**src/rtl/regfile_pkg.sv**
```systemverilog
// Shared constants for the register file with scoreboard.
// Optional same-cycle write bypass is enabled by defining REGFILE_WRITE_BYPASS_EN.
package regfile_pkg;
  localparam int DATA_W_DEF = 24;
  localparam int DEPTH_DEF  = 8;
  localparam int REG_ZERO   = 0;
endpackage

```
**src/rtl/regfile_scoreboard_if.sv**
```systemverilog
// Decode/writeback bus of the register file: read ports, writeback, reservation and hazard status.
// Optional same-cycle write bypass is enabled by defining REGFILE_WRITE_BYPASS_EN.
interface regfile_scoreboard_if #(
  parameter int DATA_W = regfile_pkg::DATA_W_DEF,
  parameter int DEPTH  = regfile_pkg::DEPTH_DEF
);
  localparam int ADDR_W = $clog2(DEPTH);
  localparam int CNT_W  = $clog2(DEPTH + 1);

  logic [ADDR_W-1:0] rd_addr1;
  logic [ADDR_W-1:0] rd_addr2;
  logic [DATA_W-1:0] rd_data1;
  logic [DATA_W-1:0] rd_data2;
  logic              wr_en;
  logic [ADDR_W-1:0] wr_addr;
  logic [DATA_W-1:0] wr_data;
  logic              rsv_en;
  logic [ADDR_W-1:0] rsv_addr;
  logic              busy1;
  logic              busy2;
  logic [CNT_W-1:0]  pend_cnt;
  logic              idle;

  modport master (
    output rd_addr1, rd_addr2, wr_en, wr_addr, wr_data, rsv_en, rsv_addr,
    input  rd_data1, rd_data2, busy1, busy2, pend_cnt, idle
  );

  modport slave (
    input  rd_addr1, rd_addr2, wr_en, wr_addr, wr_data, rsv_en, rsv_addr,
    output rd_data1, rd_data2, busy1, busy2, pend_cnt, idle
  );
endinterface

```
**src/rtl/regfile_scoreboard_pending_tracker.sv**
```systemverilog
// Per-register pending bits plus a registered count of how many are set.
// Optional same-cycle write bypass (top level only) is enabled by defining REGFILE_WRITE_BYPASS_EN.
module pending_tracker import regfile_pkg::*; #(
  parameter int DEPTH  = DEPTH_DEF,
  parameter int ADDR_W = $clog2(DEPTH),
  parameter int CNT_W  = $clog2(DEPTH + 1)
) (
  input  logic              clk,
  input  logic              rst_n,
  input  logic              set_en,
  input  logic [ADDR_W-1:0] set_addr,
  input  logic              clr_en,
  input  logic [ADDR_W-1:0] clr_addr,
  output logic [DEPTH-1:0]  pending,
  output logic [CNT_W-1:0]  pend_cnt
);
  localparam logic [ADDR_W-1:0] ZERO = ADDR_W'(REG_ZERO);

  logic             set_hit;
  logic             clr_hit;
  logic             inc;
  logic             dec;
  logic [DEPTH-1:0] pending_next;
  logic [CNT_W-1:0] cnt_next;

  // Clear is applied before set so a new producer on the same register wins.
  always_comb begin
    set_hit      = set_en && (set_addr != ZERO);
    clr_hit      = clr_en && (clr_addr != ZERO);
    pending_next = pending;
    if (clr_hit) pending_next[clr_addr] = 1'b0;
    if (set_hit) pending_next[set_addr] = 1'b1;
    inc = set_hit && !pending[set_addr];
    dec = clr_hit && pending[clr_addr] && !(set_hit && (set_addr == clr_addr));
    cnt_next = pend_cnt;
    case ({inc, dec})
      2'b10:   cnt_next = pend_cnt + CNT_W'(1);
      2'b01:   cnt_next = pend_cnt - CNT_W'(1);
      default: cnt_next = pend_cnt;
    endcase
  end

  always_ff @(posedge clk) begin
    if (!rst_n) begin
      pending  <= '0;
      pend_cnt <= '0;
    end else begin
      pending  <= pending_next;
      pend_cnt <= cnt_next;
    end
  end
endmodule

```
**src/rtl/regfile_scoreboard.sv**
```systemverilog
// Two-read/one-write register file with R0 hardwired to zero and a RAW-hazard scoreboard.
// Define REGFILE_WRITE_BYPASS_EN to forward same-cycle writeback data to the read ports.
module regfile_scoreboard import regfile_pkg::*; #(
  parameter int DATA_W = DATA_W_DEF,
  parameter int DEPTH  = DEPTH_DEF
) (
  input logic                 clk,
  input logic                 rst_n,
  regfile_scoreboard_if.slave bus
);
  localparam int ADDR_W = $clog2(DEPTH);
  localparam int CNT_W  = $clog2(DEPTH + 1);
  localparam logic [ADDR_W-1:0] ZERO = ADDR_W'(REG_ZERO);

  logic [DATA_W-1:0] rf [DEPTH];
  logic [DEPTH-1:0]  pending;
  logic [CNT_W-1:0]  cnt;

  always_ff @(posedge clk) begin
    if (!rst_n) begin
      for (int i = 0; i < DEPTH; i++) rf[i] <= '0;
    end else if (bus.wr_en && (bus.wr_addr != ZERO)) begin
      rf[bus.wr_addr] <= bus.wr_data;
    end
  end

  pending_tracker #(.DEPTH(DEPTH), .ADDR_W(ADDR_W), .CNT_W(CNT_W)) u_tracker (
    .clk      (clk),
    .rst_n    (rst_n),
    .set_en   (bus.rsv_en),
    .set_addr (bus.rsv_addr),
    .clr_en   (bus.wr_en),
    .clr_addr (bus.wr_addr),
    .pending  (pending),
    .pend_cnt (cnt)
  );

  // R0 is forced to zero on read so its storage never needs to be trusted.
  always_comb begin
    bus.rd_data1 = (bus.rd_addr1 == ZERO) ? '0 : rf[bus.rd_addr1];
    bus.rd_data2 = (bus.rd_addr2 == ZERO) ? '0 : rf[bus.rd_addr2];
    bus.busy1    = (bus.rd_addr1 != ZERO) && pending[bus.rd_addr1];
    bus.busy2    = (bus.rd_addr2 != ZERO) && pending[bus.rd_addr2];
`ifdef REGFILE_WRITE_BYPASS_EN
    if (bus.wr_en && (bus.wr_addr == bus.rd_addr1) && (bus.rd_addr1 != ZERO)) begin
      bus.rd_data1 = bus.wr_data;
      bus.busy1    = 1'b0;
    end
    if (bus.wr_en && (bus.wr_addr == bus.rd_addr2) && (bus.rd_addr2 != ZERO)) begin
      bus.rd_data2 = bus.wr_data;
      bus.busy2    = 1'b0;
    end
`endif
  end

  assign bus.pend_cnt = cnt;
  assign bus.idle     = (cnt == '0);
endmodule

```
**src/flat_wrapper.sv**
```systemverilog
// flat-port wrapper written by rule: the top's interface ports become plain ports
module regfile_scoreboard_flat import regfile_pkg::*;
#(
  parameter int DATA_W = DATA_W_DEF,
  parameter int DEPTH  = DEPTH_DEF
)
  (clk, rst_n, bus_rd_addr1, bus_rd_addr2, bus_wr_en, bus_wr_addr, bus_wr_data, bus_rsv_en, bus_rsv_addr, bus_rd_data1, bus_rd_data2, bus_busy1, bus_busy2, bus_pend_cnt, bus_idle);
  regfile_scoreboard_if #(.DATA_W(DATA_W), .DEPTH(DEPTH)) bus_i ();
  input logic clk;
  input logic rst_n;
  input wire logic [$bits(bus_i.rd_addr1)-1:0] bus_rd_addr1;
  input wire logic [$bits(bus_i.rd_addr2)-1:0] bus_rd_addr2;
  input wire logic [$bits(bus_i.wr_en)-1:0] bus_wr_en;
  input wire logic [$bits(bus_i.wr_addr)-1:0] bus_wr_addr;
  input wire logic [$bits(bus_i.wr_data)-1:0] bus_wr_data;
  input wire logic [$bits(bus_i.rsv_en)-1:0] bus_rsv_en;
  input wire logic [$bits(bus_i.rsv_addr)-1:0] bus_rsv_addr;
  output wire logic [$bits(bus_i.rd_data1)-1:0] bus_rd_data1;
  output wire logic [$bits(bus_i.rd_data2)-1:0] bus_rd_data2;
  output wire logic [$bits(bus_i.busy1)-1:0] bus_busy1;
  output wire logic [$bits(bus_i.busy2)-1:0] bus_busy2;
  output wire logic [$bits(bus_i.pend_cnt)-1:0] bus_pend_cnt;
  output wire logic [$bits(bus_i.idle)-1:0] bus_idle;
  assign bus_i.rd_addr1 = bus_rd_addr1;
  assign bus_i.rd_addr2 = bus_rd_addr2;
  assign bus_i.wr_en = bus_wr_en;
  assign bus_i.wr_addr = bus_wr_addr;
  assign bus_i.wr_data = bus_wr_data;
  assign bus_i.rsv_en = bus_rsv_en;
  assign bus_i.rsv_addr = bus_rsv_addr;
  assign bus_rd_data1 = bus_i.rd_data1;
  assign bus_rd_data2 = bus_i.rd_data2;
  assign bus_busy1 = bus_i.busy1;
  assign bus_busy2 = bus_i.busy2;
  assign bus_pend_cnt = bus_i.pend_cnt;
  assign bus_idle = bus_i.idle;
  regfile_scoreboard #(.DATA_W(DATA_W), .DEPTH(DEPTH)) u_core (.clk(clk), .rst_n(rst_n), .bus(bus_i));
endmodule
```
**config.mk**
```make
export PLATFORM = sky130hd
export DESIGN_NAME = regfile_scoreboard_flat
export DESIGN_NICKNAME = d
export VERILOG_FILES = /design/src/rtl/regfile_pkg.sv /design/src/rtl/regfile_scoreboard_if.sv /design/src/rtl/regfile_scoreboard_pending_tracker.sv /design/src/rtl/regfile_scoreboard.sv /design/src/flat_wrapper.sv
export SDC_FILE = /design/constraint.sdc
export NUM_CORES = 1
export LEC_CHECK = 0
export ABC_AREA = 1
export BUFFER_PORTS_ARGS = -buffer_cell sky130_fd_sc_hd__buf_2
export CORE_AREA = 4 4 219 135
export CTS_BUF_LIST = sky130_fd_sc_hd__clkbuf_8
export CTS_CLUSTER_DIAMETER = 60
export DETAILED_ROUTE_END_ITERATION = 8
export DIE_AREA = 0 0 223 139
export GPL_ROUTABILITY_DRIVEN = 0
export PLACE_DENSITY = 0.65
export SETUP_SLACK_MARGIN = 0.5
export SLEW_MARGIN = 10
export SYNTH_ARGS = -nofsm -noshare
export SYNTH_HDL_FRONTEND = slang
export SYNTH_HIERARCHICAL = 1
export SYNTH_SLANG_ARGS = --single-unit
```
**constraint.sdc**
```tcl
create_clock -name clk -period 2.6 [get_ports clk]
set_input_delay 0.13 -clock clk [delete_from_list [all_inputs] [get_ports clk]]
set_output_delay 0.13 -clock clk [all_outputs]
set_load 0.05 [all_outputs]
```
==> flow_summary.yaml, run 1 <==
status:
  status: "finished clean"
floorplan:
  die_w_um: 223
  die_h_um: 139
  start_util_pct: 44.6
  ios: 95
  core_um2: 27500
  die_area_um2: 31000
  fp-row-count: 47
global_routing:
  grt_use_total_pct: 24.3
  grt_pass1_vias: 10386
  grt_antenna_before_repair: 1
  overflow: 0
  grt_pass1_wl_um: 59500
  grt_start_max_net_pins: 84
setup_path:
  critPathMaxStageDelay_ns: 0.38
  endpoint_kind: "output pin"
  reg2reg_from: "u_core/u_tracker/pending[1]"
  crit_chain: "buf_4 > buf_12 > nor2_1 > nand2_1 > buf_4 > nand2_1 > nor2_1 > buf_2"
  reg2reg_to: "u_core/u_tracker/pend_cnt[3]"
  crit_family: "buffers and inverters"
  reg2regPathDepth: 18
  crit_buf_inv: 4
  crit_arrival_ns: 1.87
  crit_fanout: 83
  reg2reg_setup_slack_ns: 0.61
  crit_path_top_delay_cell: "buf_12"
  crit_required_ns: 2.47
  start_kind: "input port"
  crit_type: "input port to output pin"
clock_tree:
  clock_latency_ns: 0.54
  clock-sinks: 204
  clock_path_buffers: 3
  cts_tree: "yes"
  numCtsBuffers: 35
  cts-root-buf: "clkbuf_8"
  clk_pin_slew_ns: 0.06
  htreeDepth: 2
logic_synthesis:
  synth_compound_area_share_pct: 6.15
  synth_xor_area_share_pct: 0.0714
  syn_inst: 1626
  synth_cell_types: 31
  ys_top_cells_by_count: "nand2_1, inv_1, nor2_1"
  synth.most_common_cell: "nand2_1"
  synth_top_area_share_pct: 47.0
  synth_edf_count: 192
  synthAdderAreaFrac_pct: 0.469
  synth_area_leaders: "edfxtp_1, nand2_1, inv_1"
  yosysWarningCount: 6
  yosysTopAreaCell: "edfxtp_1"
  postSynthAreaPerCell_um2: 7.54
  synthFlopType: "edfxtp_1"
  synth_top_family_by_area: "simple AND/OR/NAND/NOR gates"
  ys_seq_area_share_pct: 49.0
  syn-cell-area_um2: 12300
  synth_mux_area_share_pct: 0
  synthSimpleGateAreaFrac_pct: 32.2
  ys_ff_latch: 204
  synth-async-reset-ratio_pct: 0
pwr:
  leakagePower_nw: 6.93
  p_int_mw: 5.71
  powerDensity_nw_per_um2: 601
  power.share.sequential_pct: 46.2
  comb_power_share_pct: 20.5
  ir_drop_v: 0.000228
  power_switching_mw: 2.71
  clkPwrFrac_pct: 33.3
  total_power_mw: 8.42
  switching_share_pct: 32.1
hold_path:
  min_path_type: "input port to register"
  hold_depth: 3
  holdPathEnd: "u_core/rf[6][6]"
  min_from: "bus_wr_data[6]"
cells_and_area:
  final_layout_size_suffix_gt1_share_pct: 13.3
  area_delta_synth_final_pct: 14.3
  multi_input_comb_area_um2: 4920
  layout.nets: 1778
  register_area_um2: 6010
  nFillCells: 2628
  antennaDiodeCount: 0
  fin_cells: 2123
timing:
  max_slew_margin_pct: 50.4
  rsz0062_at_grt: "false"
  finClkSkew_ns: 0.00515
  max_freq_mhz: 500
  min_period_ns: 2.00
  drv_slew: 0
  finalHoldViolations: 0
  setup_viol: 0
  finalSetupTns_ns: 0
  fin_crit_sh_pct: 77.0
  tightest_slew_ns: 0.744
placed_design:
  numPlacedInstances: 2049
  place_hpwl_um: 24000
  portBuffers: 94
drt:
  wl_per_cell_um: 18.2
  via_per_inst: 5.26
  drc_errors: 0
  finalWirelength_um: 38600
  drtIter0Drc: 1295
  final_antenna_net_count: 0
  drtPass1Iterations: 6
  via_count: 11159
job:
  cap_violations: 0
-- layer usage --
layer	part of all wire, %	routed length, um	track usage [%]	vias to the layer above
met5	0	0	0	-
met4	2.7	1040	7.10	0
met3	8.8	3400	4.65	81
met2	43	16700	36.1	516
met1	45	17400	36.3	5249
li1	-	-	-	5313
-- logic make-up (layout without fill, tap and decap cells) --
logic type                 Yosys count  count (layout)
adders and majority gates            4               4
and+or+nand+nor                    956             956
buffers and inverters              351             458
AOI/OAI and AO/OA                  109             109
other                                1              24
xor gates and xnor gates             1               1
DFF                                204             204
-- tightest hold or removal path: cells and delay by family --
family                 cells  cell delay [ns]
AND/OR/NAND/NOR            1             0.12
buffers and inverters      2             0.19
-- per-stage QoR --
| stage | hold slack [ns] | instance area, um^2 | setup slack, ns | util, % |
|---|---|---|---|---|
| 3_3_place_gp | 0.466 | 13200 | 0.360 | 48.0 |
| 5_1_grt | 0.0216 | 14000 | 0.430 | 51.1 |
| 4_1_cts | 0.00143 | 13900 | 0.524 | 50.8 |
| 6_report | 0.0195 | 14000 | 0.598 | 51.1 |
| 3_5_place_dp | 0.467 | 13200 | 0.319 | 48.0 |
| 2_1_floorplan | 0.228 | 12400 | 0.718 | - |
-- worst max-delay path by stage --
stage / depth (start not counted) / end / slack (ns) / startpoint
2_1_floorplan: 17 / u_core/u_tracker/pend_cnt[3] / 0.72 / bus_wr_addr[1]
3_3_place_gp: 18 / u_core/u_tracker/pend_cnt[3] / 0.36 / bus_wr_addr[0]
3_5_place_dp: 18 / u_core/u_tracker/pend_cnt[3] / 0.32 / bus_wr_addr[0]
4_1_cts: 16 / u_core/u_tracker/pend_cnt[3] / 0.52 / u_core/u_tracker/pending[4]
5_1_grt: 19 / u_core/u_tracker/pend_cnt[3] / 0.43 / bus_rsv_addr[2]
6_report: 8 / bus_rd_data1[11] / 0.60 / bus_rd_addr1[0]
-- final cells by class --
| type | count | share of cell area [%] |
|---|---|---|
| sequential | 204 | 42.9 |
| tap | 367 | 3.28 |
| timing repair buffer | 144 | 7.28 |
| clock inverter | 20 | 0.776 |
| multi-input combinational | 1094 | 35.1 |
| clock buffer | 39 | 3.83 |
| inverter | 255 | 6.85 |
-- power by group through the flow --
stage	Clock (mW)	Combinational (mW)	Sequential, mW
2_1_floorplan	0	1.16	3.95
3_3_place_gp	0	1.67	3.95
3_5_place_dp	0	1.69	3.95
4_1_cts	2.85	1.71	3.89
5_1_grt	3.02	1.88	3.91
6_report	2.80	1.73	3.89
-- placed cells by master (no fill, tap or decap), types with 22 or more instances in the layout --
master / instances
nand2_1: 533
inv_1: 253
nor2_1: 220
edfxtp_1: 192
nand3_1: 165
buf_2: 91
o211ai_1: 80
clkbuf_8: 39
buf_4: 30
conb_1: 24
nor2_2: 22
-- flip-flops by register name (all words and copies together) (netlist names) --
signal                     count
u_core/u_tracker/pend_cnt      4
u_core/u_tracker/pending       8
u_core/rf                    192
-- timing repair --
item,in CTS,in global routing
pin swaps,0,6
gates resized for setup,2,22
hold buffers,12,0
buffers inserted,0,3
setup endpoints to repair,2,2
hold endpoints to repair,27,0
No activity file was read; power rests on OpenSTA's default activity.
==> run 2: changes to the inputs <==
ABC_AREA = 0   (was 1)
CORE_AREA = 4 4 205 127   (was 4 4 219 135)
DIE_AREA = 0 0 209 131   (was 0 0 223 139)
clock period = 2.02 ns   (was 2.6 ns; I/O delays follow)
==> run 2 against run 1 <==
The run now ends with setup timing left. Clock skew is 0.0016 ns higher. Total power is 14% higher. Highest routed layer unchanged. Setup slack worse by 0.74 ns. Non-clock buffer count is 114 higher. First-iteration DRC count is 66% lower.
==> flow_summary.yaml, run 2 <==
status:
  status: "complete, but fails checks"
  violations: "setup timing"
setup_path:
  reg2reg_from: "u_core/u_tracker/pending[2]"
  reg2regPathDepth: 10
  endpoint_kind: "register"
  crit_arrival_ns: 2.57
  crit_type: "register to register"
  reg2reg_to: "u_core/u_tracker/pend_cnt[3]"
  start_kind: "register"
  crit_fanout: 3
  crit_required_ns: 2.42
  reg2reg_setup_slack_ns: -0.14
cells_and_area:
  utilization_pct: 60.8
  final_layout_size_suffix_gt1_share_pct: 44.0
  final_cell_mix: "and2_1, edfxtp_1, buf_4"
  layout.nets: 1056
  area_delta_synth_final_pct: 36.5
  reg.largest.list: "u_core/rf (168), u_core/u_tracker/pending (8), u_core/u_tracker/pend_cnt (4)"
  largest_reg_flops: 168
  nFillCells: 1886
  layout_commonest_cell: "and2_1"
  regMostFlops: "u_core/rf"
global_routing:
  grt_pass1_wl_um: 47900
  grt_pass1_vias: 7657
  grt_start_max_net_pins: 50
  grt_use_total_pct: 23.1
  overflow: 0
  grt_antenna_before_repair: 1
clock_tree:
  numCtsBuffers: 17
  clk_pin_slew_ns: 0.09
  cts-root-buf: "clkbuf_8"
  cts_tree: "yes"
  clock_path_buffers: 2
  htreeDepth: 4
  clock-sinks: 180
  clock_latency_ns: 0.47
logic_synthesis:
  syn-cell-area_um2: 10700
  ys_top_cells_by_count: "and2_1, edfxtp_1, mux2i_1"
  postSynthAreaPerCell_um2: 13.2
  synth-async-reset-ratio_pct: 0
  synth_edf_count: 168
  syn_inst: 808
  synth_area_leaders: "edfxtp_1, and2_1, a221oi_2"
  synth_cell_types: 51
  yosysTopAreaCell: "edfxtp_1"
  yosysWarningCount: 6
  synth_nets: 852
  synth.most_common_cell: "and2_1"
  ys_ff_latch: 180
  synth_top_area_share_pct: 47.2
  synthFlopType: "edfxtp_1"
  ys_seq_area_share_pct: 49.4
floorplan:
  die_w_um: 209
  start_util_pct: 44.5
  die_h_um: 131
  die_area_um2: 27400
  fp-row-count: 44
  core_um2: 24000
  ios: 95
drt:
  finalWirelength_um: 31500
  via_per_inst: 5.63
  drtIter0Drc: 446
  drtPass1Iterations: 5
  drc_errors: 0
  via_count: 7595
  final_antenna_net_count: 0
  wl_per_cell_um: 23.3
placed_design:
  place_hpwl_um: 19900
  portBuffers: 94
timing:
  max_freq_mhz: 463
  fin_crit_sh_pct: 107
  drv_slew: 0
  finClkSkew_ns: 0.00670
  rsz0062_at_grt: "true"
  finalHoldViolations: 0
  timing.final.ws_setup_ns: -0.142
  max_slew_margin_pct: 51.5
  min_period_ns: 2.16
  setup_viol: 3
  tightest_slew_ns: 0.726
hold_path:
  holdPathEnd: "u_core/u_tracker/pending[4]"
  min_from: "bus_rsv_addr[0]"
  min_path_type: "input port to register"
  hold_depth: 4
job:
  cap_violations: 0
pwr:
  ir_drop_v: 0.000466
  total_power_mw: 9.59
  powerDensity_nw_per_um2: 657
  leakagePower_nw: 5.49
[run 2: changes by cell type in the layout (fill, tap and decap cells not counted), moves of 28 or more]
| cell | previous run | this run |
|---|---|---|
| nand2_1 | 533 | 11 |
| inv_1 | 253 | 10 |
| nor2_1 | 220 | 5 |
| and2_1 | 0 | 172 |
| nand3_1 | 165 | 7 |
| buf_4 | 30 | 123 |
| mux2i_1 | 0 | 81 |
| o211ai_1 | 80 | 0 |
| a221oi_4 | 0 | 70 |
| buf_6 | 0 | 57 |
| buf_2 | 91 | 39 |
| mux2_4 | 0 | 50 |
| nor2b_1 | 0 | 28 |
[run 2: cell families after synthesis]
group	share of synthesized area [%]
AOI/OAI and AO/OA	15.4
xor gates and xnor gates	0.328
adders and majority gates	0.538
buffers and inverters	5.30
DFF	49.4
muxes	14.0
and+or+nand+nor	14.9
[run 2: per-layer routing]
metal / global-route usage (%) / part of all wire, %
met1: 34.8 / 50
met2: 35.6 / 45
met3: 4.22 / 5.1
met4: 4.03 / 0.68
met5: 0 / 0
[run 2: layout make-up]
class | instances | area [um^2] | share of cell area, %
multi-input cells | 550 | 6210 | 42.6
flip-flops and latches | 180 | 5290 | 36.3
repair buffers | 258 | 2270 | 15.6
well taps | 322 | 403 | 2.76
clock buffers | 21 | 289 | 1.98
clock inverters | 11 | 100 | 0.686
inverters | 5 | 18.8 | 0.129
diodes | 3 | 7.51 | 0.0514
[run 2: where the power goes]
part | switching [mW] | internal (mW) | total [mW]
logic | 1.55 | 1.11 | 2.66
clock network | 1.29 | 1.20 | 2.50
registers | 0.132 | 4.30 | 4.43
[run 2: worst max-delay path by stage]
| stage | end | cells after the start | slack (ns) | from |
|---|---|---|---|---|
| floorplan | u_core/u_tracker/pend_cnt[3] | 10 | -0.07 | u_core/u_tracker/pending[2] |
| global placement | u_core/u_tracker/pend_cnt[3] | 11 | -0.26 | bus_wr_addr[0] |
| detailed placement | u_core/u_tracker/pend_cnt[3] | 11 | -0.27 | bus_wr_addr[0] |
| CTS | u_core/u_tracker/pend_cnt[3] | 10 | -0.18 | u_core/u_tracker/pending[2] |
| global route | u_core/u_tracker/pend_cnt[3] | 10 | -0.29 | u_core/u_tracker/pending[7] |
| finish | u_core/u_tracker/pend_cnt[3] | 10 | -0.14 | u_core/u_tracker/pending[2] |
[run 2: timing repair]
action / CTS / global route
endpoints found under the hold margin: 163 / 0
setup buffers: 46 / 10
hold buffers: 27 / 0
pin swaps: 27 / 24
setup endpoints to repair: 55 / 87
resized for setup: 181 / 31
gates cloned: 0 / 0
[run 2: stage by stage]
step                cells  cell area (um^2)  hold WS [ns]  worst slack, ns  TNS [ns]
floorplan             808             11200         0.252          -0.0717    -0.748
global placement     1232             12400         0.451           -0.264    -0.590
detailed placement   1232             12400         0.450           -0.268    -0.610
CTS                  1337             14300        0.0346           -0.175    -0.462
global route         1348             14600        0.0321           -0.285    -0.680
finish               1350             14600        0.0668           -0.142    -0.380
[run 2: critical path, stage by stage (launching register included)]
cell,delay (ns)
dfxtp_2,0.35
inv_2,0.04
o32ai_2,0.23
nor4_2,0.10
a311oi_2,0.26
ha_4,0.22
ha_4,0.20
a21o_1,0.16
a21oi_2,0.13
mux2i_1,0.22
mux2i_1,0.19
==> run 3: changes to the inputs <==
CORE_AREA = 4 4 175 109   (was 4 4 205 127)
DIE_AREA = 0 0 179 113   (was 0 0 209 131)
PLACE_DENSITY = 0.82   (was 0.65)
==> run 3 against run 2 <==
The flow still finishes with violations (setup timing). Sequential power hardly changed. Flip-flop and latch count stayed put. Via count is 8.4% higher. Hold slack worse by 0.031 ns. Clock power is 5% higher. Wire length is 5.1% higher. Global-route usage is 9.3 points higher. Count of clock-buffer cells in the layout is 4 lower. Critical path depth stayed put. Critical endpoint unchanged. Highest routed layer unchanged.
==> flow_summary.yaml, run 3 (synthesis gave the netlist of run 2 again) <==
timing:
  fin_crit_sh_pct: 113
  rsz0062_at_grt: "true"
  min_period_ns: 2.29
  setup_viol: 3
  timing.final.ws_setup_ns: -0.271
  drv_slew: 0
  tightest_slew_ns: 0.604
  max_slew_margin_pct: 59.8
  finClkSkew_ns: 0.00275
  finalSetupTns_ns: -0.642
  max_freq_mhz: 437
  finalHoldViolations: 0
setup_path:
  crit_arrival_ns: 2.70
  reg2reg_setup_slack_ns: -0.27
  start_kind: "register"
  crit_fanout: 3
  crit_type: "register to register"
  endpoint_kind: "register"
  crit_required_ns: 2.43
drt:
  drc_errors: 0
  wl_met2_um: 16400
  top_layer_used: "met4"
  wl_per_cell_um: 26.3
  finalWirelength_um: 33100
  final_antenna_net_count: 0
  drtIter0Drc: 985
  drtPass1Iterations: 5
  m1WireLength_um: 12600
  wl_met3_um: 2950
  via_count: 8235
  via_per_inst: 6.54
global_routing:
  grt_start_max_net_pins: 31
  grt_pass1_wl_um: 49100
  grt_pass1_vias: 8638
  grt_antenna_before_repair: 0
  overflow: 0
  grt_use_total_pct: 32.4
clock_tree:
  clk_pin_slew_ns: 0.09
  clock-sinks: 180
  cts_tree: "yes"
  numCtsBuffers: 17
  clock_path_buffers: 2
  htreeDepth: 4
  clock_latency_ns: 0.47
  cts-root-buf: "clkbuf_8"
cells_and_area:
  final_cell_mix: "and2_1, edfxtp_1, buf_4"
  layout_commonest_cell: "and2_1"
  final_layout_size_suffix_gt1_share_pct: 44.1
  layout.nets: 1050
  area_delta_synth_final_pct: 34.8
  reg.largest.list: "u_core/rf (168), u_core/u_tracker/pending (8), u_core/u_tracker/pend_cnt (4)"
  largest_reg_flops: 168
  antennaDiodeCount: 0
  regMostFlops: "u_core/rf"
floorplan:
  die_h_um: 113
  ios: 95
  start_util_pct: 60.6
  die_area_um2: 20200
  die_w_um: 179
  fp-row-count: 38
  core_um2: 17600
placed_design:
  portBuffers: 94
  post-place-ws_ns: -0.274
  place_hpwl_um: 19100
pwr:
  ir_drop_v: 0.000582
  leakagePower_nw: 5.45
  powerDensity_nw_per_um2: 675
hold_path:
  min_path_type: "input port to register"
status:
  status: "complete, but fails checks"
  violations: "setup timing"
job:
  cap_violations: 0
## run 3: changes by cell type in the layout (fill, tap and decap cells not counted), moves of 3 or more
cell,delta
diode_2,-3
clkbuf_8,-4
a221oi_2,+4
buf_4,-4
a221oi_4,-4
inv_1,-5
buf_6,-5
## run 3: layout make-up
cell class,instances,area (um^2)
clock buffers,17,234
clock inverters,15,184
fillers,886,3230
inverters,5,18.8
multi-input cells,550,6150
flip-flops and latches,180,5300
well taps,240,300
repair buffers,252,2230
## run 3: worst paths after layout
path,from,endpoint,cells past startpoint
worst max-delay path,u_core/u_tracker/pending[5],u_core/u_tracker/pend_cnt[3],10
worst min-delay path,bus_rsv_addr[0],u_core/u_tracker/pending[7],3
worst max register to register,u_core/u_tracker/pending[5],u_core/u_tracker/pend_cnt[3],10
worst min register to register,u_core/u_tracker/pending[0],u_core/u_tracker/pending[0],1
## run 3: stage by stage
stage	power, mW	cell area (um^2)	util [%]	std cells	hold WS [ns]
2_1_floorplan	6.02	11200	-	808	0.252
3_5_place_dp	6.58	12200	69.4	1145	0.445
4_1_cts	9.56	14100	80.2	1248	0.00356
5_1_grt	10.0	14400	81.7	1259	0.0128
3_3_place_gp	6.50	12200	69.4	1145	0.436
6_report	9.73	14400	81.7	1259	0.0353
## run 3: power by group
group          internal [mW]  switching (mW)  total (mW)
registers               4.30           0.156        4.46
clock network           1.23            1.38        2.62
logic                   1.10            1.55        2.65
total                   6.64            3.09        9.73
## run 3: repair_timing
item | 4_1_cts | 5_1_grt
gates resized for setup | 168 | 31
pin swaps | 27 | 25
hold endpoints to repair | 166 | 0
setup buffers | 43 | 11
gates cloned | 0 | 0
hold buffers | 28 | 0
endpoints found under the setup margin | 55 | 55
## run 3: critical path: stages (launching register included)
cell and delay [ns]:
dfxtp_2 0.36, nand2_1 0.10, o32ai_2 0.15, nor4_1 0.09
a311oi_1 0.26, ha_2 0.30, ha_4 0.21, a21o_1 0.18
a21oi_2 0.15, mux2i_1 0.22, mux2i_1 0.21
## run 3: routing by layer
metal,vias to the layer above,GRT usage (%)
met5,-,0
met4,0,13.3
met3,108,6.91
met2,519,55.0
met1,4095,40.7
li1,3513,-
